<file path="config.mk">
export PLATFORM = sky130hd
export DESIGN_NAME = sll_seq
export DESIGN_NICKNAME = d
export VERILOG_FILES = /design/src/rtl/sll_pkg.sv /design/src/rtl/sll_seq.sv
export SDC_FILE = /design/constraint.sdc
export NUM_CORES = 1
export LEC_CHECK = 0
export CORE_MARGIN = 8
export CORE_UTILIZATION = 35
export CTS_CLUSTER_SIZE = 10
export DETAILED_ROUTE_END_ITERATION = 8
export DONT_BUFFER_PORTS = 1
export GPL_ROUTABILITY_DRIVEN = 0
export PLACE_DENSITY_LB_ADDON = 0.2
export SYNTH_ARGS = -nofsm -noshare
export SYNTH_HDL_FRONTEND = slang
export SYNTH_SLANG_ARGS = --single-unit
</file>
<file path="constraint.sdc">
create_clock -name clk -period 2.4 [get_ports clk]
set_clock_uncertainty 0.05 [all_clocks]
set_input_delay 0.36 -clock clk [delete_from_list [all_inputs] [get_ports clk]]
set_output_delay 0.36 -clock clk [all_outputs]
set_load 0.01 [all_outputs]
</file>
<file path="src/rtl/sll_pkg.sv">
// Shared types and helpers for the sequential shift-left unit.
package sll_pkg;

    typedef enum logic [1:0] {
        IDLE  = 2'd0,
        SHIFT = 2'd1,
        DONE  = 2'd2
    } sll_state_t;

    // Width of the shift-amount field; kept at least one bit wide.
    function automatic int amt_width(input int width);
        return (width > 1) ? $clog2(width) : 1;
    endfunction

endpackage

</file>
<file path="src/rtl/sll_seq.sv">
// Sequential logical left shifter: loads an operand and shift amount, then shifts
// one bit per enabled clock, reporting the last bit shifted out of the MSB.
module sll_seq
    import sll_pkg::*;
#(
    parameter int n     = 8,
    parameter int amt_w = amt_width(n)
) (
    input  logic             clk,
    input  logic             rst_n,
    input  logic             en,
    input  logic             start,
    input  logic [n-1:0]     in,
    input  logic [amt_w-1:0] amt,
    output logic             busy,
    output logic             done,
    output logic [n-1:0]     out,
    output logic             carry
);

    sll_state_t       state_q, state_d;
    logic [n-1:0]     out_q, out_d;
    logic             carry_q, carry_d;
    logic [amt_w-1:0] count_q, count_d;

    // NOTE: every register sits in one async-reset process updated with <=, so all
    // flops sample the same pre-edge values regardless of statement order.
    always_ff @(posedge clk or negedge rst_n) begin
        if (!rst_n) begin
            state_q <= IDLE;
            out_q   <= '0;
            carry_q <= 1'b0;
            count_q <= '0;
        end else begin
            state_q <= state_d;
            out_q   <= out_d;
            carry_q <= carry_d;
            count_q <= count_d;
        end
    end

    // NOTE: defaults come first so every path assigns every signal and no latch forms;
    // holding all state when en is low falls out of those defaults.
    always_comb begin
        state_d = state_q;
        if (en) begin
            case (state_q)
                IDLE:    if (start) state_d = (amt != '0) ? SHIFT : DONE;
                SHIFT:   if (count_q == amt_w'(1)) state_d = DONE;
                DONE:    state_d = IDLE;
                default: state_d = IDLE;
            endcase
        end
    end

    always_comb begin
        out_d   = out_q;
        carry_d = carry_q;
        count_d = count_q;
        if (en) begin
            case (state_q)
                IDLE: begin
                    if (start) begin
                        out_d   = in;
                        carry_d = 1'b0;
                        count_d = amt;
                    end
                end
                SHIFT: begin
                    out_d   = {out_q[n-2:0], 1'b0};
                    carry_d = out_q[n-1];
                    count_d = count_q - amt_w'(1);
                end
                default: ;
            endcase
        end
    end

    // Status flags are decoded from registered state only.
    always_comb begin
        busy = (state_q == SHIFT);
        done = (state_q == DONE);
    end

    assign out   = out_q;
    assign carry = carry_q;

endmodule
</file>
* Yosys cells after proc, flatten, opt, wreduce, memory -nomap -nowiden
Cells that the tools add are included.
** Storage, ports and cells
- Output and inout bits :: 11
- Word-level logic and storage cells :: 25
- Input port bits :: 15
- Register bits :: 14
** Cells by class
- $add $sub $neg :: 1
- Equal/unequal tests :: 5
- Mux-type cells :: 10
- Reduce and logical (&&, ||, !) cells :: 5
** Operators by type and width (count)
- case mux 8 bit (2 select lines) :: 1
- 2-to-1 mux 8 bit :: 1
- 2-to-1 mux 2 bit :: 3
- case mux 3 bit (2 select lines) :: 1
- AND reduction 3 bit :: 2
- case mux 2 bit (2 select lines) :: 1
- == test 3 x 1 -> 1 bit, second input constant :: 1
- 2-to-1 mux 3 bit :: 1
- nonzero test 3 bit :: 1
- subtractor 3 x 1 -> 3 bit, second input constant :: 1
- == test 2 x 1 -> 1 bit, second input constant :: 1
- == test 2 bit, second input constant :: 1
- zero test 2 bit :: 1
- != test 2 x 1 -> 1 bit, second input constant :: 1
- != test 2 bit, second input constant :: 1
- case mux 1 bit (2 select lines) :: 1
- nonzero test 2 bit :: 1
- 2-to-1 mux 1 bit :: 1

* Longest topological paths before layout
- Depth in word-level cells :: 4
- Depth in mapped cells :: 5
- Mapped depth without buffers :: 5

* Worst setup path after synthesis
No wires, ideal clock.
- Path type :: flip-flop to flip-flop
- Start point :: register state_q[1]
- End point :: register count_q[1]
- Slack :: 1179 ps
- Clock period less this slack :: 1221 ps
- Path buffers :: 1
- Stages on the path, launching flop included :: 5
- Arrival time :: 1045 ps
- Path through :: dfrtp_1 -> and2b_4 -> buf_12 -> mux2i_1 -> mux2i_1
** On the way
- Cells in the longest elaborated chain, start to end :: 3
- Elaborated cells between the ends (all ways) :: 6
- Those cells by class :: eq/ne (2); mux (1); reduce/logical (3)
** RTL lines
- start: declaration :: line sll_seq.sv:21 : sll_state_t state_q, state_d;
- start signal: assignment :: line sll_seq.sv:35 : state_q <= state_d;
- == test 2 x 1 -> 1 bit (*)
- via busy :: line sll_seq.sv:15 : output logic busy,
- nonzero test 2 bit (no line)
- AND reduction 3 bit (no line)
- end signal: assignment :: line sll_seq.sv:38 : count_q <= count_d;
- end: declaration :: line sll_seq.sv:24 : logic [amt_w-1:0] count_q, count_d;
The timed path passes the listed nets; every way through them passes the cells marked *.
A chain may end at the register's enable or synchronous reset.

* Worst setup path after layout
- Start point :: register state_q[0]
- End point :: output busy
** On the way
- Cells in the longest elaborated chain, start to end :: 1
** RTL lines
- == test 2 x 1 -> 1 bit :: line sll_seq.sv:81 : busy = (state_q == SHIFT);
- end: declaration :: line sll_seq.sv:15
No other way between the ends.

==> parameters.txt <==
Parameter                              Value

Synth
  Most common flop cell mapped by yosys ... sky130_fd_sc_hd__dfrtp_1
  Share of synthesized area occupied by flip-flops and latches ... 0.443
  Flip-flop and latch count after synthesis ... 14
  Post-Syn Area ... 791 sq um
  Mean Syn Cell Area ... 10.7 sq um
  Combinational family with the most area after synthesis ... compound AO/OA/AOI/OAI gates
  Async set-reset flop share out of synthesis ... 1.00
  Share of the synthesized area in compound gates (AO/OA/AOI/OAI) ... 0.191
  Number of flops mapped to enable cells by yosys ... 0
  Area share of and/or/nand/nor cells after synthesis ... 0.142
  Post-synthesis cell count ... 74
  Multiplexer share of the synthesized area ... 0.127
  Nets in the synthesized netlist ... 91
  Share of the synthesized netlist area taken by xor and xnor gates ... 0
  Ys Warns ... 0
  Adder-Cell Fraction of Synth Area ... 0.0316
  Library cells used by synthesis ... 27

Power
  Total power consumption of the routed design ... 0.00103 W
  VDD IR max ... 0.000376 V
  Total leakage power ... 0.362 nW
  Power density over the cells ... 1250 nW/um^2

Die
  Core area ... 2170 sq um
  Die width ... 63.5 um
  Die Outline Area ... 4040 sq um
  Overall die height ... 63.5 um
  Initial core utilization ... 0.364
  Count of standard-cell rows ... 17
  Io pins ... 26

STA
  Fmax ... 638 MHz
  Worst-Margin Slew ... 691 ps
  Final period demand of the worst path ... 1570 ps
  Crit share post-route ... 0.653
  Max-slew headroom ... 0.538
  Final setup vio count ... 0
  Max-slew violation count ... 0
  Setup TNS Final ... 0 ps
  Final Hold Fails ... 0
  RSZ-0062 raised after global routing ... false

Critical path
  Top cell family by delay on the critical path ... flip-flops
  Startpoint of the worst-slack reg-to-reg timing path ... state_q[0]
  Crit path from ... state_q[0]
  Critical Path Fanout Max ... 12
  Setup Crit Path Kind ... reg -> out
  Critical-path cell with the highest stage delay ... sky130_fd_sc_hd__dfrtp_1
  R2R Setup Slk ... 1050 ps
  Count of buffer and inverter cells on the critical path ... 0
  Arrival time reported for the critical path endpoint ... 1160 ps
  Setup crit start kind ... register
  Worst-path cell chain ... and2b_4
  Critical Path RT ... 1990 ps
  Slowest stage delay, CP ... 520 ps
  Crit path capture type ... output pin

Route
  Wire length per cell ... 17.5 um
  Violation count after the first detailed-routing iteration ... 19
  Iteration count of the initial detailed-routing pass ... 4
  Vias per cell ... 5.39
  Remaining design rule violation count ... 0
  Remaining antenna violation count after routing ... 0
  Total via count in the routed design ... 555
  Final routed wirelength across all metal layers ... 1800 um

Clocking
  Post-CTS Repair Setup Buffers ... 0
  Clock sink total ... 14
  Insertion delay to the later sink of the worst-skew pair ... 280 ps
  CTS tree ... yes
  Maximum number of buffers from clock root to sink ... 2
  Library cell used as clock root buffer ... sky130_fd_sc_hd__clkbuf_4
  Clock slew at the register clock pins of the worst setup and hold paths ... 90 ps
  H-tree Lvls ... 1
  CTS Buf Count ... 3

Layout
  Layout overhead on the synthesized area ... 3.96%
  Most common library cell in the layout ignoring fill and taps ... sky130_fd_sc_hd__dfrtp_1
  Final standard cell utilization of the core ... 0.379
  Number of diodes added for antenna fixing ... 0
  Layout cell share with drive strength beyond 1 ... 0.120
  Layout Cell Area excl Fill ... 822 sq um
  Number of nets in the layout ... 94
  Most frequent cells in the layout ... 14 x sky130_fd_sc_hd__dfrtp_1, 10 x sky130_fd_sc_hd__mux2i_1, 9 x sky130_fd_sc_hd__o21ai_1

Global routing
  Initial antenna violation count ... 0
  Tot GR Track Use ... 0.0941
  Maximum number of pins on one net before global-route repair ... 15
  Wire length of the first global-routing pass ... 3020 um
  Remaining global-route overflow ... 0
  Via count of the first global-routing pass ... 600

Worst hold path
  Worst Hold Class ... in -> reg
  Startpoint of the most critical hold path ... en

Status
  Outcome ... completed

Placed design
  Placed Instance Area ... 790 sq um
  Count of buffers from port buffering ... 0
  Post-DP HPWL ... 1380 um

Run
  Maximum Capacitance Violations ... 0
==> what timing repair did <==
action,CTS,global route
endpoints found under the hold margin,14,0
resized for setup,0,0
hold buffers,1,0
==> per-stage QoR <==
step	setup WS (ps)	instances	hold WS, ps
after global placement	1050	99	15.0
after detailed placement	1020	99	15.0
after CTS	819	103	185
final	832	103	191
after floorplan	1180	74	14.4
after global routing	745	103	188
==> cell type report <==
class                   instances  area (sq um)
clock buffers                   3          22.5
fillers                       231          1350
inverters                       4          15.0
multi-input cells              53           389
flip-flops and latches         14           350
well taps                      28          35.0
repair buffers                  1          10.0
==> cell families after synthesis <==
logic type,count (synthesis)
AOI/OAI and AO/OA,25
adders and majority gates,2
buffers and inverters,7
DFF,14
muxes,10
and+or+nand+nor,16
==> worst reg2reg max path: stages, from the launching register on <==
cell,delay [ps]
sky130_fd_sc_hd__dfrtp_1,520
sky130_fd_sc_hd__and2b_4,360
sky130_fd_sc_hd__nor4b_1,90
sky130_fd_sc_hd__a211o_1,230
==> power breakdown <==
group	total [W]	switching [W]	leakage [nW]	internal [W]
combinational	0.000406	0.000205	0.174	0.000202
clock	0.000135	0.0000770	0.0138	0.0000581
sequential	0.000485	0.000143	0.174	0.000342
total	0.00103	0.000424	0.362	0.000602
==> final timing paths <==
path | to | cells past startpoint
worst min-delay path | state_q[1] | 2
worst min register to register | count_q[1] | 2
worst max-delay path | busy | 1
worst max register to register | count_q[0] | 3
max in group asynchronous | out[2] | 1
min in group asynchronous | count_q[1] | 1
==> per-layer routing <==
layer	GRT usage	part of all wire
met5	0	0
met4	0.0362	0
met3	0.0548	0.11
met2	0.155	0.50
met1	0.0961	0.40
==> cells in the mapped netlist, types with 2 or more instances <==
cell | instances | share of area
sky130_fd_sc_hd__dfrtp_1 | 14 | 0.44
sky130_fd_sc_hd__o21ai_1 | 9 | 0.057
sky130_fd_sc_hd__nor4b_1 | 2 | 0.022
sky130_fd_sc_hd__nand2_1 | 3 | 0.014
sky130_fd_sc_hd__inv_1 | 4 | 0.019
sky130_fd_sc_hd__nor2b_1 | 3 | 0.024
sky130_fd_sc_hd__o21ai_0 | 8 | 0.051
sky130_fd_sc_hd__and2b_4 | 2 | 0.025
sky130_fd_sc_hd__ha_1 | 2 | 0.032
sky130_fd_sc_hd__mux2i_1 | 10 | 0.13
==> sequential cells by signal, indices dropped and copies added, names as in the netlist <==
register  cells
out           8
count_q       3
state_q       2
carry         1
Note: power is estimated with default switching activity, not from simulation.
